`config.mk`:
```
export PLATFORM = sky130hd
export DESIGN_NAME = voice_allocator
export DESIGN_NICKNAME = d
export VERILOG_FILES = /design/src/rtl/music_pkg.sv /design/src/rtl/voice_slot.sv /design/src/rtl/voice_allocator.sv
export SDC_FILE = /design/constraint.sdc
export NUM_CORES = 1
export LEC_CHECK = 0
export ABC_AREA = 1
export CAP_MARGIN = 40
export CORE_ASPECT_RATIO = 0.8
export CORE_MARGIN = 8
export CORE_UTILIZATION = 50
export CTS_CLUSTER_DIAMETER = 50
export DETAILED_ROUTE_END_ITERATION = 12
export PLACE_DENSITY = 0.79
export SLEW_MARGIN = 0
export SYNTH_ARGS = -nofsm -noshare
export SYNTH_HDL_FRONTEND = slang
export SYNTH_SLANG_ARGS = --single-unit
```
`constraint.sdc`:
```
create_clock -name clk -period 3.5 [get_ports clk]
set_clock_uncertainty 0.1 [all_clocks]
set_input_delay 1.05 -clock clk [delete_from_list [all_inputs] [get_ports clk]]
set_output_delay 1.05 -clock clk [all_outputs]
set_load 0.03 [all_outputs]
```
`src/rtl/music_pkg.sv`:
```
// Shared definitions for the music player blocks: voice count default,
// note/duration field width and the allocator state encoding.
package music_pkg;

    localparam int unsigned NUM_VOICES_DEFAULT = 3;
    localparam int unsigned NOTE_WIDTH         = 6;

    typedef enum logic {
        IDLE = 1'b0,
        LOAD = 1'b1
    } alloc_state_t;

endpackage

```
`src/rtl/voice_slot.sv`:
```
// Per-voice bookkeeping: busy flag, beat age, and the registered note and
// duration handed to one note_player.
module voice_slot
    import music_pkg::*;
#(
    parameter int unsigned AGE_WIDTH = 6
) (
    input  logic                  clk,
    input  logic                  reset,
    input  logic                  play,
    input  logic                  beat,
    input  logic                  capture,
    input  logic                  done,
    input  logic [NOTE_WIDTH-1:0] note_in,
    input  logic [NOTE_WIDTH-1:0] duration_in,
    output logic                  busy,
    output logic [AGE_WIDTH-1:0]  age,
    output logic [NOTE_WIDTH-1:0] note,
    output logic [NOTE_WIDTH-1:0] duration
);

    always_ff @(posedge clk) begin
        if (!reset) begin
            busy     <= 1'b0;
            age      <= '0;
            note     <= '0;
            duration <= '0;
        end else if (capture) begin
            // A new note wins over a same-edge done pulse for this voice.
            busy     <= 1'b1;
            age      <= '0;
            note     <= note_in;
            duration <= duration_in;
        end else begin
            if (done) begin
                busy <= 1'b0;
            end
            if (play && beat && busy && (age != '1)) begin
                age <= age + 1'b1;
            end
        end
    end

endmodule

```
`src/rtl/voice_allocator.sv`:
```
// Hands notes from song_reader to free note_player voices, stealing the
// oldest voice when all are busy.
module voice_allocator
    import music_pkg::*;
#(
    parameter int unsigned NUM_VOICES = NUM_VOICES_DEFAULT,
    parameter int unsigned AGE_WIDTH  = 6
) (
    input  logic                           clk,
    input  logic                           reset,
    input  logic                           play,
    input  logic                           beat,
    input  logic                           note_valid,
    output logic                           note_ready,
    input  logic [NOTE_WIDTH-1:0]          note_in,
    input  logic [NOTE_WIDTH-1:0]          duration_in,
    input  logic [NUM_VOICES-1:0]          note_done,
    output logic [NUM_VOICES-1:0]          load_voice,
    output logic [NOTE_WIDTH*NUM_VOICES-1:0] voice_note,
    output logic [NOTE_WIDTH*NUM_VOICES-1:0] voice_duration,
    output logic [NUM_VOICES-1:0]          busy,
    output logic [1:0]                     active_count,
    output logic                           steal
);

    alloc_state_t state, state_next;

    logic                  handshake;
    logic                  found_free;
    logic                  all_busy;
    logic                  steal_q;
    logic [AGE_WIDTH-1:0]  best_age;
    logic [AGE_WIDTH-1:0]  age [NUM_VOICES];
    logic [NUM_VOICES-1:0] busy_live;
    logic [NUM_VOICES-1:0] sel;
    logic [NUM_VOICES-1:0] capture;
    logic [NUM_VOICES-1:0] busy_next;
    logic [NUM_VOICES-1:0] load_q;
    logic [1:0]            count_next;

    assign busy_live = busy & ~note_done;
    assign handshake = note_valid && note_ready;
    assign capture   = {NUM_VOICES{handshake}} & sel;
    assign busy_next = busy_live | capture;

    // Lowest free voice first; otherwise the oldest, ties to the lowest index.
    always_comb begin
        sel        = '0;
        found_free = 1'b0;
        best_age   = '0;
        for (int unsigned i = 0; i < NUM_VOICES; i++) begin
            if (!found_free && !busy_live[i]) begin
                sel[i]     = 1'b1;
                found_free = 1'b1;
            end
        end
        if (!found_free) begin
            sel[0]   = 1'b1;
            best_age = age[0];
            for (int unsigned i = 1; i < NUM_VOICES; i++) begin
                if (age[i] > best_age) begin
                    sel      = '0;
                    sel[i]   = 1'b1;
                    best_age = age[i];
                end
            end
        end
        all_busy = !found_free;
    end

    always_comb begin
        count_next = '0;
        for (int unsigned i = 0; i < NUM_VOICES; i++) begin
            count_next = count_next + {1'b0, busy_next[i]};
        end
    end

    always_comb begin
        state_next = state;
        note_ready = 1'b0;
        unique case (state)
            IDLE: begin
                note_ready = play && reset;
                if (note_valid && play && reset) begin
                    state_next = LOAD;
                end
            end
            LOAD:    state_next = IDLE;
            default: state_next = IDLE;
        endcase
    end

    always_ff @(posedge clk) begin
        if (!reset) begin
            state        <= IDLE;
            load_q       <= '0;
            steal_q      <= 1'b0;
            active_count <= '0;
        end else begin
            state        <= state_next;
            load_q       <= capture;
            steal_q      <= handshake && all_busy;
            active_count <= count_next;
        end
    end

    // Gating by reset lets a reset during LOAD suppress the pending pulse.
    assign load_voice = load_q & {NUM_VOICES{reset}};
    assign steal      = steal_q & reset;

    for (genvar k = 0; k < NUM_VOICES; k++) begin : g_slot
        voice_slot #(
            .AGE_WIDTH(AGE_WIDTH)
        ) u_slot (
            .clk         (clk),
            .reset       (reset),
            .play        (play),
            .beat        (beat),
            .capture     (capture[k]),
            .done        (note_done[k]),
            .note_in     (note_in),
            .duration_in (duration_in),
            .busy        (busy[k]),
            .age         (age[k]),
            .note        (voice_note[NOTE_WIDTH*k +: NOTE_WIDTH]),
            .duration    (voice_duration[NOTE_WIDTH*k +: NOTE_WIDTH])
        );
    end

endmodule

```
# [Word-level counts from Yosys, hierarchy flattened]
# Cells that the tools add are included.
# W data, S select, Z words.
[word_totals] mem_bits_ro=0 n_memories=0 output_inout_bits=46 input_bits=20 ramBits=0 elab_cells=77 latchBits=0 register_bits=64
[op_classes] eq_ne=3 magnitude_cmp=2 n_reduce_logical=24 addsub=5 mul=0 shifts=0 div_mod_pow=0 muxes=19 n_bitwise=8
[ops] cell="$add A6 B1 Y6 const B" count=3
[ops] cell="$ne A6 B6 Y1 const B" count=3
[ops] cell="$logic_and A1 B1 Y1" count=14
[ops] cell="$mux W1" count=13
[ops] cell="$gt A6 B6 Y1" count=2
[ops] cell="$mux W6" count=2
[ops] cell="$and A3 B3 Y3" count=3
[ops] cell="$mux W3" count=3
[ops] cell="$reduce_bool A2 Y1" count=3
[ops] cell="$reduce_or A2 Y1" count=3
[ops] cell="$logic_not A1 Y1" count=4
[ops] cell="$not A3 Y3" count=1
[ops] cell="$or A3 B3 Y3" count=1
[ops] cell="$add A1 B1 Y2" count=1
[ops] cell="$add A2 B1 Y2" count=1
[ops] cell="$not A1 Y1" count=2
[ops] cell="$pmux W1 S2" count=1
[ops] cell="$and A1 B1 Y1" count=1

# [Longest topological paths before layout]
# Gate-level depths: netlist of the first run.
[depth] ltp_word=16 ltp_mapped=24

# [Modules after synthesis]
# From an unflattened synthesis of the first run, not the netlist that was laid out.
[hier_totals] hier_cells=445 hier_area_um2=3129.3
[by_module_without_submodules] mod="voice_slot" cells_each=108 seq_area_each_um2=380.4 area_each_um2=780.7 n_inst=3
[by_module_without_submodules] mod="voice_allocator" cells_each=121 seq_area_each_um2=140.1 area_each_um2=787.0 n_inst=1

# [Least setup slack after synthesis of the first run]
# No wires, ideal clock.
[synth_timing] path_type="flip-flop to flip-flop" startpoint="register g_slot[0].u_slot.age[4]" endpoint="register active_count[0]" setup_ps=110 period_less_slack_ps=3239 arrival_time_ps=3030 path_slack_ps=261 path_stages_with_launch=21 cell_sequence="dfxtp_1 inv_1 ha_1 nand2_1 nor2_1 nand3_1 nand2_2 clkbuf_1 o21ai_0 ha_1 nand2_1 nor2_1 nand3_1 nand2_1 nand2_1 nand2_2 buf_2 nand2_1 fa_1 nand2_1 inv_1"
[synth_via] elab_chain_cells=10
[synth_rtl] item="start, declared" line_no="voice_slot.sv:17" rtl="output logic [AGE_WIDTH-1:0] age,"
[synth_rtl] item="start signal, assigned" line_no="voice_slot.sv:39" rtl="age <= age + 1'b1;"
[synth_rtl] item="$gt A6 B6 Y1" line_no="voice_allocator.sv:61" rtl="if (age[i] > best_age) begin"
[synth_rtl] item="$mux W6" line_no="voice_allocator.sv:61"
[synth_rtl] item="$mux W6" line_no="voice_allocator.sv:57" rtl="if (!found_free) begin"
[synth_rtl] item="$gt A6 B6 Y1" line_no="voice_allocator.sv:61"
[synth_rtl] item="$mux W3 *" line_no="voice_allocator.sv:61"
[synth_rtl] item="$mux W3 *" line_no="voice_allocator.sv:57"
[synth_rtl] item="$and A3 B3 Y3 *" line_no="voice_allocator.sv:43" rtl="assign capture = {NUM_VOICES{handshake}} & sel;"
[synth_rtl] item="$or A3 B3 Y3 *" line_no="voice_allocator.sv:44" rtl="assign busy_next = busy_live | capture;"
[synth_rtl] item="$add A1 B1 Y2" line_no="voice_allocator.sv:74" rtl="count_next = count_next + {1'b0, busy_next[i]};"
[synth_rtl] item="$add A2 B1 Y2 *" line_no="voice_allocator.sv:74"
[synth_rtl] item="via count_next[0]" line_no="voice_allocator.sv:39" rtl="logic [1:0] count_next;"
[synth_rtl] item="end signal, assigned" line_no="voice_allocator.sv:103" rtl="active_count <= count_next;"
[synth_rtl] item="end, declared" line_no="voice_allocator.sv:22" rtl="output logic [1:0] active_count,"
# Mark *: on every way through the listed nets, which the timed path passes. The rest lies on a longest branch. The select of a mux whose other input is x is not followed.
# A chain may end at the register's enable or synchronous reset.

# [Final worst setup path of the first run]
[layout_timing] startpoint="register g_slot[0].u_slot.age[5]" endpoint="register g_slot[2].u_slot.note[2]"
[layout_via] elab_chain_cells=7
[layout_rtl] item="$gt A6 B6 Y1" line_no="voice_allocator.sv:61"
[layout_rtl] item="$mux W6" line_no="voice_allocator.sv:61"
[layout_rtl] item="$mux W6" line_no="voice_allocator.sv:57"
[layout_rtl] item="$gt A6 B6 Y1" line_no="voice_allocator.sv:61"
[layout_rtl] item="$mux W3 *" line_no="voice_allocator.sv:61"
[layout_rtl] item="$mux W3 *" line_no="voice_allocator.sv:57"
[layout_rtl] item="$and A3 B3 Y3 *" line_no="voice_allocator.sv:43"
[layout_rtl] item="end signal, assigned" line_no="voice_slot.sv:32" rtl="note <= note_in;"
[layout_rtl] item="end, declared" line_no="voice_slot.sv:18" rtl="output logic [NOTE_WIDTH-1:0] note,"
# Mark *: on every way between the ends. The rest lies on a longest branch, timed or not. The select of a mux whose other input is x is not followed.

==> impl_results.html, run 1 <==
<table>
<tr><th>Metric</th><th>Value</th></tr>
<tr><th colspan="2">Setup path</th></tr>
<tr><td>Capturing element type of the critical path</td><td>register</td></tr>
<tr><td>Crit-path max FO</td><td>16</td></tr>
<tr><td>List of cells traversed by the critical path</td><td>inv_1, ha_1, nand2_1, nor2_1, nand2_1, nand3_1, nand2_2, nand2_1, o21ai_0, ha_1, nand2_1, nor2_1, nand3_1, nand2_1, nand2_1, nand2_2, buf_4, clkinvlp_4, nand2_1, nand2_1</td></tr>
<tr><td>Setup CP Type</td><td>register to register</td></tr>
<tr><td>Biggest cell delay along the critical path</td><td>0.37 ns</td></tr>
<tr><td>CP most frequent cell</td><td>sky130_fd_sc_hd__nand2_1</td></tr>
<tr><td>CP startpoint kind</td><td>register</td></tr>
<tr><td>WP data required</td><td>3.63 ns</td></tr>
<tr><td>WP data arrival</td><td>approximately 3.4 ns</td></tr>
<tr><td>Cell type of the slowest stage on the worst timing path</td><td>sky130_fd_sc_hd__dfxtp_1</td></tr>
<tr><th colspan="2">Timing</th></tr>
<tr><td>RSZ-0062 raised after global routing</td><td>true</td></tr>
<tr><td>Post-route minimum period</td><td>3.26 ns</td></tr>
<tr><td>Measured slew at the worst slew-check pin</td><td>0.356 ns</td></tr>
<tr><td>Worst max-slew margin expressed relative to the limit</td><td>0.760</td></tr>
<tr><td>Final Hold Fails</td><td>0</td></tr>
<tr><td>Count of endpoints failing setup in the final report</td><td>0</td></tr>
<tr><td>Max-slew violation count</td><td>0</td></tr>
<tr><td>Peak clock frequency supported by timing</td><td>307 MHz</td></tr>
<tr><td>Part of the cycle the worst path needs</td><td>0.932</td></tr>
<tr><td>Setup Total Neg Slack</td><td>0 ns</td></tr>
<tr><th colspan="2">Floorplanning</th></tr>
<tr><td>Core region area</td><td>5850 sq um</td></tr>
<tr><td>Initial core utilization</td><td>0.512</td></tr>
<tr><td># IOs</td><td>66</td></tr>
<tr><td>Die outline height</td><td>85.2 microns</td></tr>
<tr><td>FP Rows</td><td>25</td></tr>
<tr><td>Die X-Extent</td><td>roughly 100 microns</td></tr>
<tr><td>Area of the die</td><td>8740 sq um</td></tr>
<tr><th colspan="2">Flow run</th></tr>
<tr><td>Number of maximum-capacitance violations</td><td>0</td></tr>
<tr><th colspan="2">Power and ir drop</th></tr>
<tr><td>Leakage dissipation</td><td>1.76 nW</td></tr>
<tr><td>PD cells</td><td>363 nW/um^2</td></tr>
<tr><td>Worst VDD drop</td><td>0.000243 V</td></tr>
<tr><th colspan="2">Routing</th></tr>
<tr><td>Count of routing violations after the opening detailed-route iteration</td><td>~130</td></tr>
<tr><td>Post-Route WL</td><td>around 7.9 mm</td></tr>
<tr><td>First drt pass iteration count</td><td>4</td></tr>
<tr><td>Detail-routed net length per standard cell</td><td>about 14 microns</td></tr>
<tr><td>DRC violation count after routing</td><td>0</td></tr>
<tr><td>Detail-routed via count per cell</td><td>roughly 5</td></tr>
<tr><td>Antenna-violating nets left</td><td>0</td></tr>
<tr><td>Total number of vias</td><td>2782</td></tr>
<tr><th colspan="2">Logic synthesis</th></tr>
<tr><td>Synthesized instance count</td><td>403</td></tr>
<tr><td>Syn_nets</td><td>about 440</td></tr>
<tr><td>#FFs+latches synth</td><td>64</td></tr>
<tr><td>Syn Std Cell Area</td><td>2990 sq um</td></tr>
<tr><td>Warning count from the yosys run</td><td>0</td></tr>
<tr><td>Sequential area share after synthesis</td><td>0.428</td></tr>
<tr><td>Average cell area after synthesis</td><td>between 7 and 8 sq um</td></tr>
<tr><td>Count of unique library cells instantiated by Yosys</td><td>29</td></tr>
<tr><th colspan="2">CTS</th></tr>
<tr><td>Clock transition time at the flip-flop clock pins of the worst setup and hold paths</td><td>0.07 ns</td></tr>
<tr><td>Hold buffer count at cts</td><td>0</td></tr>
<tr><td>TritonCTS clock tree</td><td>done</td></tr>
<tr><td>CTS root buf</td><td>sky130_fd_sc_hd__clkbuf_8</td></tr>
<tr><td>Clock latency reported for the late side of the worst-skew pair</td><td>0.34 ns</td></tr>
<tr><td>Clk sink count</td><td>64</td></tr>
<tr><td># Post-CTS Setup Buffers</td><td>0</td></tr>
<tr><td>CTS Buf Count</td><td>9</td></tr>
<tr><td>Level count of the clock H-tree</td><td>3</td></tr>
<tr><td>Clock buffer depth</td><td>2</td></tr>
<tr><th colspan="2">Min path</th></tr>
<tr><td>Worst min-delay path category</td><td>register to register</td></tr>
<tr><th colspan="2">Global routing</th></tr>
<tr><td>Maximum number of pins on one net before global-route repair</td><td>33</td></tr>
<tr><td>Global-route total usage across every layer</td><td>0.183</td></tr>
<tr><td>Leftover overflow at the end of global routing</td><td>0</td></tr>
<tr><td>Initial antenna violation count</td><td>0</td></tr>
<tr><td>Wire length of the first global-routing pass</td><td>12.6 mm</td></tr>
<tr><td>Number of global-route vias before repair</td><td>2651</td></tr>
<tr><th colspan="2">Cells and area</th></tr>
<tr><td>Final net count</td><td>between 500 and 600</td></tr>
<tr><td>Final design instance area without fill</td><td>3860 sq um</td></tr>
<tr><td>Ratio of cells with drive above 1 in the final layout</td><td>0.0970</td></tr>
<tr><td>Commonest non-fill, non-tap cells in the layout</td><td>118 x sky130_fd_sc_hd__nand2_1, 64 x sky130_fd_sc_hd__dfxtp_1, 60 x sky130_fd_sc_hd__clkdlybuf4s50_1</td></tr>
<tr><td>Area added between synthesis and finish</td><td>28.8%</td></tr>
<tr><td>Leading cell type in the layout, fill and taps excluded</td><td>sky130_fd_sc_hd__nand2_1</td></tr>
<tr><td>Number of diodes</td><td>0</td></tr>
<tr><td>Final standard cell utilization of the core</td><td>0.659</td></tr>
<tr><th colspan="2">Placed design</th></tr>
<tr><td>Post-DP Area</td><td>between 3000 and 4000 sq um</td></tr>
<tr><td>IO Port Bufs</td><td>65</td></tr>
<tr><td>Final HPWL from detailed placement</td><td>slightly below 6 mm</td></tr>
<tr><td>RD Place Congestion</td><td>0.847</td></tr>
<tr><th colspan="2">Status</th></tr>
<tr><td>Result of the run</td><td>finished clean</td></tr>
</table>
## critical path, delay by kind of cell, from the launching register on
kind | cells | cell delay, ns
compound gates | 1 | 0.11
fa+ha+maj | 2 | 0.59
buf+inv | 3 | 0.56
flops | 1 | 0.37
simple gates | 14 | 1.42
## through the flow
step / std cells / hold WS (ns) / setup WS [ns] / power, mW
2_1_floorplan: 403 / 0.364 / 0.261 / 0.816
3_3_place_gp: 538 / 0.353 / 0.336 / 0.872
3_5_place_dp: 538 / 0.357 / 0.261 / 0.874
4_1_cts: 554 / 0.367 / 0.245 / 1.41
5_1_grt: 555 / 0.383 / -0.0180 / 1.45
6_report: 555 / 0.364 / 0.239 / 1.40
## repair_timing
| item | CTS | global route |
|---|---|---|
| resized for setup | 0 | 6 |
| endpoints found under the hold margin | 0 | 0 |
| setup endpoints to repair | 0 | 18 |
## state kept, by name, summed over array words and instances (netlist names)
name                    count
steal_q                     1
load_q                      3
g_slot.u_slot.busy          3
g_slot.u_slot.duration     18
active_count                2
g_slot.u_slot.note         18
state                       1
g_slot.u_slot.age          18
## report_power, final
part	internal (mW)	switching [mW]
Combinational	0.0477	0.0666
Sequential	0.738	0.00629
Clock	0.253	0.290
Total	1.04	0.362
## cells in the mapped netlist, drive strengths merged
library cell,n,area [sq um]
xor2,10,87.6
xnor2,1,8.76
buf,14,95.1
inv,51,191
nand4,13,81.3
nor3b,1,7.51
o21ai,11,58.8
clkbuf,3,11.3
nand3,53,275
ha,15,188
nor2,29,129
fa,1,20.0
or2,1,8.76
nor3,2,15.0
dfxtp,64,1280
nand3b,1,7.51
a21oi,9,45.0
nand2,124,483
## kinds of logic after synthesis
| group | count (synthesis) | share of synthesized area |
|---|---|---|
| simple gates | 224 | 0.336 |
| buf+inv | 68 | 0.0995 |
| flops | 64 | 0.428 |
| compound gates | 20 | 0.0347 |
| fa+ha+maj | 16 | 0.0694 |
| xor+xnor | 11 | 0.0322 |
## routing by layer
layer / GRT usage / up-vias / share of wire
li1: - / 1404 / -
met1: 0.227 / 1298 / 0.45
met2: 0.303 / 76 / 0.48
met3: 0.0499 / 4 / 0.065
met4: 0.0439 / 0 / 0.0067
met5: 0 / - / 0
## final cells by class
| class | count | area (sq um) |
|---|---|---|
| clock buffers | 10 | 128 |
| clock inverters | 6 | 36.3 |
| fillers | 516 | 1990 |
| inverters | 51 | 195 |
| multi-input cells | 271 | 1430 |
| flip-flops and latches | 64 | 1280 |
| well taps | 81 | 101 |
| repair buffers | 71 | 683 |
| repair inverters | 1 | 7.51 |
## worst paths after layout
path / start / endpoint / slack [ns] / cells after the start
min: g_slot[0].u_slot.note[4] / g_slot[0].u_slot.note[4] / 0.36 / 2
max reg2reg: g_slot[0].u_slot.age[5] / g_slot[2].u_slot.note[2] / 0.24 / 20
min reg2reg: g_slot[0].u_slot.note[4] / g_slot[0].u_slot.note[4] / 0.36 / 2
max: g_slot[0].u_slot.age[5] / g_slot[2].u_slot.note[2] / 0.24 / 20
No activity file was read; power rests on OpenSTA's default activity.
==> run 2: changes to the inputs <==
==> constraint.sdc (replaced) <==
create_clock -name clk -period 3.65 [get_ports clk]
set_clock_uncertainty 0.1 [all_clocks]
set_input_delay 1.095 -clock clk [delete_from_list [all_inputs] [get_ports clk]]
set_output_delay 1.095 -clock clk [all_outputs]
set_load 0.03 [all_outputs]
==> impl_results.html, run 2 (synthesized netlist as in run 1, its figures left out) <==
<table>
<tr><th>Metric</th><th>Value</th></tr>
<tr><th colspan="2">CTS</th></tr>
<tr><td>Level count of the clock H-tree</td><td>3</td></tr>
<tr><td>TritonCTS clock tree</td><td>done</td></tr>
<tr><td>Clock transition time at the flip-flop clock pins of the worst setup and hold paths</td><td>0.07 ns</td></tr>
<tr><td>Clock latency reported for the late side of the worst-skew pair</td><td>around 0.34 ns</td></tr>
<tr><td>CTS Buf Count</td><td>9</td></tr>
<tr><td>CTS root buf</td><td>sky130_fd_sc_hd__clkbuf_8</td></tr>
<tr><td>Clock buffer depth</td><td>2</td></tr>
<tr><td># Post-CTS Setup Buffers</td><td>0</td></tr>
<tr><td>Clk sink count</td><td>64</td></tr>
<tr><td>Hold buffer count at cts</td><td>0</td></tr>
<tr><td>Number of resized instances in the post-cts repair step</td><td>0</td></tr>
<tr><th colspan="2">Timing</th></tr>
<tr><td>RSZ-0062 raised after global routing</td><td>false</td></tr>
<tr><td>Measured slew at the worst slew-check pin</td><td>between 0.3 and 0.4 ns</td></tr>
<tr><td>Count of endpoints failing setup in the final report</td><td>0</td></tr>
<tr><td>Peak clock frequency supported by timing</td><td>307 MHz</td></tr>
<tr><td>Setup Total Neg Slack</td><td>0 ns</td></tr>
<tr><td>Part of the cycle the worst path needs</td><td>0.891</td></tr>
<tr><td>Max-slew violation count</td><td>0</td></tr>
<tr><td>Post-route minimum period</td><td>3.25 ns</td></tr>
<tr><td>Final Hold Fails</td><td>0</td></tr>
<tr><td>Worst max-slew margin expressed relative to the limit</td><td>0.765</td></tr>
<tr><th colspan="2">Floorplanning</th></tr>
<tr><td>Die outline height</td><td>85.2 microns</td></tr>
<tr><td># IOs</td><td>66</td></tr>
<tr><td>Initial core utilization</td><td>0.512</td></tr>
<tr><td>FP Rows</td><td>25</td></tr>
<tr><td>Core region area</td><td>5850 sq um</td></tr>
<tr><td>Die X-Extent</td><td>103 microns</td></tr>
<tr><td>Area of the die</td><td>8740 sq um</td></tr>
<tr><th colspan="2">Routing</th></tr>
<tr><td>First drt pass iteration count</td><td>4</td></tr>
<tr><td>DRC violation count after routing</td><td>0</td></tr>
<tr><td>Total number of vias</td><td>2778</td></tr>
<tr><td>Post-Route WL</td><td>about 7.4 mm</td></tr>
<tr><td>Antenna-violating nets left</td><td>0</td></tr>
<tr><td>Count of routing violations after the opening detailed-route iteration</td><td>84</td></tr>
<tr><td>Detail-routed via count per cell</td><td>5.01</td></tr>
<tr><td>Detail-routed net length per standard cell</td><td>approximately 13 microns</td></tr>
<tr><th colspan="2">Setup path</th></tr>
<tr><td>List of cells traversed by the critical path</td><td>clkdlybuf4s50_1, buf_4, nand2_1, inv_1, buf_4</td></tr>
<tr><td>Crit-path max FO</td><td>13</td></tr>
<tr><td>Setup CP Type</td><td>input pin to output pin</td></tr>
<tr><td>WP data required</td><td>~2.5 ns</td></tr>
<tr><td>Worst reg2reg startpoint</td><td>g_slot[0].u_slot.age[4]</td></tr>
<tr><td>CP startpoint kind</td><td>input pin</td></tr>
<tr><td>Capturing element type of the critical path</td><td>output pin</td></tr>
<tr><td>CP most frequent cell</td><td>sky130_fd_sc_hd__buf_4</td></tr>
<tr><td>Biggest cell delay along the critical path</td><td>roughly 0.48 ns</td></tr>
<tr><td>Cell type of the slowest stage on the worst timing path</td><td>sky130_fd_sc_hd__clkdlybuf4s50_1</td></tr>
<tr><td>Critical Path Start</td><td>reset</td></tr>
<tr><td>WP data arrival</td><td>2.06 ns</td></tr>
<tr><th colspan="2">Cells and area</th></tr>
<tr><td>Final net count</td><td>505</td></tr>
<tr><td>Final Non-Filler Cells</td><td>between 500 and 600</td></tr>
<tr><td>Leading cell type in the layout, fill and taps excluded</td><td>sky130_fd_sc_hd__nand2_1</td></tr>
<tr><td>Number of diodes</td><td>0</td></tr>
<tr><td>Commonest non-fill, non-tap cells in the layout</td><td>118 x sky130_fd_sc_hd__nand2_1, 64 x sky130_fd_sc_hd__dfxtp_1, 60 x sky130_fd_sc_hd__clkdlybuf4s50_1</td></tr>
<tr><td>Ratio of cells with drive above 1 in the final layout</td><td>0.0970</td></tr>
<tr><td>Area of the multi-input gates</td><td>approximately 1400 sq um</td></tr>
<tr><td>Area added between synthesis and finish</td><td>29.4%</td></tr>
<tr><td>Footprint of the flip-flops and latches</td><td>1280 sq um</td></tr>
<tr><td>Registers with the most flip-flops</td><td>g_slot.u_slot.age (18), g_slot.u_slot.duration (18), g_slot.u_slot.note (18)</td></tr>
<tr><td>Fillcell total</td><td>507</td></tr>
<tr><th colspan="2">Placed design</th></tr>
<tr><td>Placed Instances</td><td>approximately 540</td></tr>
<tr><td>RD Place Congestion</td><td>0.812</td></tr>
<tr><td>Final HPWL from detailed placement</td><td>5.54 mm</td></tr>
<tr><td>IO Port Bufs</td><td>65</td></tr>
<tr><th colspan="2">Global routing</th></tr>
<tr><td>Layer carrying the most global-route usage</td><td>met2</td></tr>
<tr><td>Global routing met1 resource utilization</td><td>0.225</td></tr>
<tr><td>Maximum number of pins on one net before global-route repair</td><td>35</td></tr>
<tr><td>Wire length of the first global-routing pass</td><td>12.4 mm</td></tr>
<tr><td>Initial antenna violation count</td><td>0</td></tr>
<tr><td>GRT met2 Usage</td><td>0.286</td></tr>
<tr><td>Met3 track demand over resource in global routing</td><td>0.0433</td></tr>
<tr><td>Global-route total usage across every layer</td><td>0.179</td></tr>
<tr><td>Number of global-route vias before repair</td><td>2682</td></tr>
<tr><td>Leftover overflow at the end of global routing</td><td>0</td></tr>
<tr><th colspan="2">Min path</th></tr>
<tr><td>Worst min-delay path category</td><td>register to register</td></tr>
<tr><td>Source of the worst hold timing path</td><td>g_slot[2].u_slot.duration[2]</td></tr>
<tr><th colspan="2">Power and ir drop</th></tr>
<tr><td>Internal cell power</td><td>1.06 mW</td></tr>
<tr><td>Leakage dissipation</td><td>1.77 nW</td></tr>
<tr><td>Switching Share</td><td>0.245</td></tr>
<tr><td>Part of the total power dissipated in combinational logic</td><td>0.077</td></tr>
<tr><td>Sequential share of power</td><td>0.506</td></tr>
<tr><td>PD cells</td><td>364 nW/um^2</td></tr>
<tr><td>Worst VDD drop</td><td>0.000213 V</td></tr>
<tr><td>Part of the power in the clock network</td><td>0.417</td></tr>
<tr><td>P_sw</td><td>about 0.35 mW</td></tr>
<tr><th colspan="2">Status</th></tr>
<tr><td>Result of the run</td><td>finished clean</td></tr>
<tr><th colspan="2">Flow run</th></tr>
<tr><td>Number of maximum-capacitance violations</td><td>0</td></tr>
</table>
## run 2: power groups by stage
stage	clock (mW)	combinational, mW	sequential, mW
floorplan	0	0.0375	0.745
global placement	0	0.107	0.729
detailed placement	0	0.107	0.730
CTS	0.593	0.108	0.714
global route	0.627	0.117	0.714
finish	0.588	0.108	0.714
## run 2: final cells by class
class | instances | share of cell area
Timing Repair Buffer | 71 | 0.176
Clock inverter | 6 | 0.0155
Sequential cell | 64 | 0.331
Inverter | 51 | 0.0504
Clock buffer | 10 | 0.0329
Tap cell | 81 | 0.0262
Timing Repair inverter | 1 | 0.00194
Multi-Input combinational cell | 271 | 0.366
## run 2: final timing paths
kind / end / slack [ns] / depth (start not counted)
setup / recovery: load_voice[1] / 0.40 / 5
hold / removal: g_slot[2].u_slot.duration[2] / 0.37 / 2
setup reg to reg: g_slot[2].u_slot.duration[0] / 0.42 / 20
hold reg to reg: g_slot[2].u_slot.duration[2] / 0.37 / 2
## run 2: critical path, delay by kind of cell
kind          cells  cell delay, ns
simple gates      1            0.07
buf+inv           4            0.89
## run 2: layer usage
metal | vias up | part of all wire | routed length [microns]
met5 | - | 0 | 0
met4 | 0 | 0.014 | 102
met3 | 12 | 0.061 | 452
met2 | 68 | 0.46 | 3390
met1 | 1292 | 0.47 | 3500
li1 | 1406 | - | -
## run 2: through the flow
stage	hold slack [ns]	util	worst slack (ns)	cell area [sq um]	power (mW)
floorplan	0.364	-	0.411	2990	0.782
global placement	0.353	0.628	0.415	3670	0.836
detailed placement	0.359	0.628	0.388	3670	0.837
CTS	0.370	0.660	0.368	3860	1.41
global route	0.385	0.662	0.0135	3870	1.46
finish	0.368	0.662	0.397	3870	1.41
